<file path="src/rtl/pipeline_hazard_ctrl.sv">
// pipeline_hazard_ctrl: load-use, taken-branch and mult/div hazard control with perf counters
module pipeline_hazard_ctrl #(
  parameter int MD_LATENCY = 4
) (
  input  logic        Clk,
  input  logic        Reset,
  input  logic [4:0]  ID_Rs,
  input  logic [4:0]  ID_Rt,
  input  logic        ID_UsesRt,
  input  logic        ID_MulDivStart,
  input  logic        ID_MulDivUse,
  input  logic        EX_MemRead,
  input  logic [4:0]  EX_Rt,
  input  logic        EX_BranchTaken,
  output logic        PCWrite,
  output logic        IF_ID_Write,
  output logic        IF_ID_Flush,
  output logic        ID_EX_Flush,
  output logic        MD_Busy,
  output logic [31:0] StallCycles,
  output logic [31:0] FlushCount
);
  logic [3:0]  md_cnt_q, md_cnt_d;
  logic [31:0] stall_cycles_q, stall_cycles_d, flush_count_q, flush_count_d;
  logic        load_use, md_haz, stall;
  always_comb begin
    load_use = EX_MemRead & (EX_Rt != 5'd0) &
               ((EX_Rt == ID_Rs) | (ID_UsesRt & (EX_Rt == ID_Rt)));
    md_haz = (md_cnt_q != 4'd0) & (ID_MulDivUse | ID_MulDivStart);
    stall = (load_use | md_haz) & ~EX_BranchTaken;
    // a taken branch never cancels a running countdown, it only blocks a new start
    md_cnt_d = (ID_MulDivStart & ~stall & ~EX_BranchTaken) ? 4'(MD_LATENCY) :
               (md_cnt_q != 4'd0) ? md_cnt_q - 4'd1 : 4'd0;
    stall_cycles_d = stall_cycles_q + {31'd0, stall};
    flush_count_d = flush_count_q + {31'd0, EX_BranchTaken};
  end
  always_ff @(posedge Clk or posedge Reset) begin
    if (Reset) begin
      md_cnt_q <= 4'd0;
      stall_cycles_q <= 32'd0;
      flush_count_q <= 32'd0;
    end else begin
      md_cnt_q <= md_cnt_d;
      stall_cycles_q <= stall_cycles_d;
      flush_count_q <= flush_count_d;
    end
  end
  assign PCWrite = EX_BranchTaken | ~stall;
  assign IF_ID_Write = EX_BranchTaken | ~stall;
  assign IF_ID_Flush = EX_BranchTaken;
  assign ID_EX_Flush = EX_BranchTaken | stall;
  assign MD_Busy = md_cnt_q != 4'd0;
  assign StallCycles = stall_cycles_q;
  assign FlushCount = flush_count_q;
endmodule

</file>
<file path="config.mk">
export PLATFORM = sky130hd
export DESIGN_NAME = pipeline_hazard_ctrl
export DESIGN_NICKNAME = d
export VERILOG_FILES = /design/src/rtl/pipeline_hazard_ctrl.sv
export SDC_FILE = /design/constraint.sdc
export NUM_CORES = 1
export LEC_CHECK = 0
export ABC_AREA = 1
export BUFFER_PORTS_ARGS = -buffer_cell sky130_fd_sc_hd__buf_2
export CAP_MARGIN = 40
export CORE_UTILIZATION = 54
export CTS_CLUSTER_SIZE = 20
export DETAILED_ROUTE_END_ITERATION = 8
export PLACE_DENSITY = 0.81
export SLEW_MARGIN = 20
export SYNTH_ARGS = -nofsm -noshare
export SYNTH_HDL_FRONTEND = slang
export SYNTH_SLANG_ARGS = --single-unit
</file>
<file path="constraint.sdc">
create_clock -name Clk -period 3.1 [get_ports Clk]
set_clock_uncertainty 0.05 [all_clocks]
set_input_delay 0.465 -clock Clk [delete_from_list [all_inputs] [get_ports Clk]]
set_output_delay 0.465 -clock Clk [all_outputs]
set_load 0.005 [all_outputs]
</file>
# --- After elaboration in Yosys (flattened, before gate mapping) ---
# Cells that the tools add are included.
totals:
  ff_bits: 68
  output_inout_bits: 69
op_classes:
  add_sub_neg: 3
  eq_ne: 2
  n_mux: 2
  bitwise_logic: 14
  n_reduce_logical: 2
op_table:
  columns: ["cell", "n"]
  rows:
  - ["$add A32 B1 Y32", 2]
  - ["$eq A5 B5 Y1", 2]
  - ["$mux W4", 2]
  - ["$and A1 B1 Y1", 7]
  - ["$or A1 B1 Y1", 5]
  - ["$reduce_bool A5 Y1", 1]
  - ["$reduce_bool A4 Y1", 1]
  - ["$sub A4 B1 Y4 const B", 1]
  - ["$not A1 Y1", 2]

# --- Logic depth before layout (Yosys ltp) ---
logic_depth:
  ltp_word: 10
  ltp_mapped: 16
  depth_no_buf: 16

# --- Worst setup path after synthesis ---
# Ideal clock, no wire load.
synth_timing:
  kind: "register to register"
  startpoint: "reg md_cnt_q[0]"
  endpoint: "reg stall_cycles_q[24] (netlist: StallCycles[24])"
  arrival_time_ps: 2226
  required_ps: 2925
  path_slack_ps: 699
  path_stages_with_launch: 14
  path_cell_list: "dfrtp_1 inv_1 ha_1 nand3_1 o21ai_0 a21oi_1 ha_1 ha_1 nand3_2 nor2_4 nand3_2 nor2_1 nand2_1 xnor2_1"
synth_between:
  elab_chain_cells: 5
synth_lines:
  columns: ["item", "line_no", "text"]
  rows:
  - ["from (decl)", "23", "logic [3:0] md_cnt_q, md_cnt_d;"]
  - ["from (signal assigned)", "43", "md_cnt_q <= md_cnt_d;"]
  - ["$reduce_bool A4 Y1", null, null]
  - ["named net MD_Busy", "19", "output logic MD_Busy,"]
  - ["$and A1 B1 Y1", "29", "md_haz = (md_cnt_q != 4'd0) & (ID_MulDivUse | ID_MulDivStart);"]
  - ["$or A1 B1 Y1", "30", "stall = (load_use | md_haz) & ~EX_BranchTaken;"]
  - ["$and A1 B1 Y1", "30", null]
  - ["$add A32 B1 Y32", "34", "stall_cycles_d = stall_cycles_q + {31'd0, stall};"]
  - ["named net stall_cycles_d[24]", "24", "logic [31:0] stall_cycles_q, stall_cycles_d, flush_count_q, flush_count_d;"]
  - ["to (signal assigned)", "44", "stall_cycles_q <= stall_cycles_d;"]
  - ["to (decl)", "24", null]
# The timed path passes the listed nets, and every way through them passes these cells.

# --- Worst setup path after layout ---
layout_timing:
  startpoint: "reg md_cnt_q[0]"
  endpoint: "reg stall_cycles_q[28] (netlist: StallCycles[28])"
layout_between:
  elab_chain_cells: 5
layout_lines:
  columns: ["item", "line_no"]
  rows:
  - ["$reduce_bool A4 Y1", "29"]
  - ["$and A1 B1 Y1", "29"]
  - ["$or A1 B1 Y1", "30"]
  - ["$and A1 B1 Y1", "30"]
  - ["$add A32 B1 Y32", "34"]
  - ["named net stall_cycles_d[28]", "24"]
# The timed path passes the listed nets, and every way through them passes these cells.

==> results_dict.tcl <==
set metrics [dict create \
    dpl.hpwl_um 6486 \
    die_width_um 84.52 \
    overflow 0 \
    grt_pass1_wl_um 14320 \
    fin_crit_ps 2707 \
    drive_above_1_share_pct 24.44 \
    violations "DRC" \
    clk_pin_slew_ps 70 \
    nFillCells 519 \
    cp-end-kind "register" \
    h-tree-depth 3 \
    antenna_found_initial 0 \
    post_synth.cell_area_avg_um2 8.473 \
    fin_crit_sh_pct 87.32 \
    ys_seq_area_share_pct 46.27 \
    path_class "reg -> reg" \
    cts_setup_buffers 0 \
    rsz0062_at_grt "no" \
    wire_per_inst_um 13.92 \
    place_area_um2 4224 \
    core_area_um2 6459 \
    maxSlewViolCount 0 \
    die_h_um 84.52 \
    grt_pass1_vias 3116 \
    cts-buffers-inserted 9 \
    antenna_left 0 \
    setup_violations 0 \
    status "finished, violations left" \
    synth_top_area_share_pct 46.27 \
    layout_common_cells "nand2_1 (112), buf_2 (90), dfrtp_1 (68)" \
    gr-usage-met2_pct 42.13 \
    worstPathMaxFanout 5 \
    slew_headroom_pct 56.76 \
    cts_tree "yes" \
    syn_inst 434 \
    grt-busiest-layer "met2" \
    fin_area_um2 4427 \
    ir_drop_mv 0.3776 \
    root_buffer "clkbuf_8" \
    vias 3285 \
    postCtsHoldBufs 0 \
    antennaDiodeCount 0 \
    gp_congestion 0.9765 \
    cts.sink_count 68 \
    post_cts_resized 0 \
    worstMarginPinSlew_ps 647.6 \
    crit_chain "inv_1 > ha_1 > nand3_1 > o21ai_0 > a21oi_1 > ha_1 > ha_1 > nand3_2 > nor4_1 > nand2_1 > xnor2_1" \
    met1_usage_pct 32.58 \
    cap_viol_max_count 0 \
    fin_setup_tns_ps 0 \
    ys_ff_latch 68 \
    io_buffer_count 90 \
    syn-cell-area_um2 3677 \
    finalNetCount 563 \
    whs_ps 156.4 \
    dr.pass1.iters 7 \
    grt_start_max_net_pins 33 \
    arrival_ps 2890 \
    synth-warning-count 0 \
    num_rows 29 \
    pin_count 91 \
    wl_um 8586 \
    total_power_mw 2.292 \
    clk_latency_ps 350 \
    worstSetupStartpointType "register" \
    grtUsageMet3_pct 4.720 \
    pre_cts_slack_ps 258.1 \
    worst_slack_ps 393.0 \
    drc 10 \
    track_usage_pct 25.84 \
    required_ps 3280 \
    hp-class "in -> async" \
    hold_viol_final 0 \
    synth_nets 462 \
    p_per_area_nw_per_um2 517.8 \
    synth_top_area_cell "dfrtp_1" \
    synthTopCellsByArea "dfrtp_1 (46%), nand2_1 (11%), xor2_1 (8.6%), nor2_1 (6.1%), xnor2_1 (5.7%)" \
    clock_path_buffers 2 \
    start_util_pct 56.94 \
    final_common_cell "nand2_1" \
    path_common_cell "ha_1" \
    max_freq_mhz 369.4 \
    critPathMaxStageDelay_ps 470 \
    syn_to_final_growth_pct 20.38 \
    leakage_nw 2.362 \
    crit_path_top_delay_cell "nor4_1" \
    netlist-cell-type-count 26 \
    die-area_um2 7144 \
    first_iter_violations 167 \
    via_per_inst 5.324 \
]
worst max-delay path: cells and delay by family, from the launching register on:
kind | cells | cell delay, ps
flops | 1 | 350
simple gates | 4 | 880
fa+ha+maj | 3 | 720
xor+xnor | 1 | 150
buf+inv | 1 | 80
compound gates | 2 | 380
logic make-up after synthesis:
group | synth area share (%)
and+or+nand+nor | 31.64
DFF | 46.27
xor gates and xnor gates | 14.29
buffers and inverters | 5.206
adders and majority gates | 2.041
AOI/OAI and AO/OA | 0.5444
stage by stage:
step,util [%],cells
2_1_floorplan,-,434
4_1_cts,68.54,617
3_3_place_gp,65.40,601
3_5_place_dp,65.40,601
5_1_grt,68.54,617
6_report,68.54,617
final timing paths:
check,start,to,slack (ps),depth (start not counted)
worst min-delay path,Reset,FlushCount[2]$_DFF_PP0_,160,2
worst max register to register,md_cnt_q[0]$_DFF_PP0_,StallCycles[28]$_DFF_PP0_,390,11
min in group Clk,ID_MulDivStart,md_cnt_q[2]$_DFF_PP0_,340,3
worst max-delay path,md_cnt_q[0]$_DFF_PP0_,StallCycles[28]$_DFF_PP0_,390,11
worst min register to register,md_cnt_q[0]$_DFF_PP0_,md_cnt_q[0]$_DFF_PP0_,380,1
max in group asynchronous,Reset,StallCycles[26]$_DFF_PP0_,2140,3
cell type report:
cell class | instances | area (um2) | area share, %
clock inverters | 4 | 47.55 | 1.074
clock buffers | 12 | 155.1 | 3.505
multi-input cells | 317 | 1784 | 40.31
flip-flops and latches | 68 | 1702 | 38.44
well taps | 77 | 96.34 | 2.176
repair buffers | 92 | 465.4 | 10.51
inverters | 47 | 176.4 | 3.985
synth_stat cells:
library cell / instances
nand2_1: 112
dfrtp_1: 68
nor2_1: 60
inv_1: 46
xor2_1: 36
xnor2_1: 24
nand4_1: 19
nand3_1: 17
nor3_1: 11
ha_1: 6
nand2_2: 5
nand3_2: 5
nor3_2: 4
nor2_4: 3
a21oi_1: 2
buf_4: 2
nand3b_1: 2
nor2_2: 2
nor3_4: 2
o21ai_0: 2
and2_1: 1
and3_1: 1
and3_2: 1
inv_2: 1
nand3_4: 1
nor4_1: 1
registers in the layout (all words and copies together) (netlist names):
name         flops
FlushCount      32
StallCycles     32
md_cnt_q         4
per-layer routing:
layer	vias to the layer above	wire length, um	part of all wire [%]
met2	144	4174	49
met5	-	0	0
li1	1575	-	-
met1	1540	3652	43
met4	0	279	3.2
met3	26	479	5.6
where the power goes:
part / leakage [nW] / switching [mW] / internal [mW]
Clock: 0.102 / 0.339 / 0.413
Sequential: 0.889 / 0.132 / 0.998
Combinational: 1.37 / 0.223 / 0.189
Power figures use the tool's default switching activity.
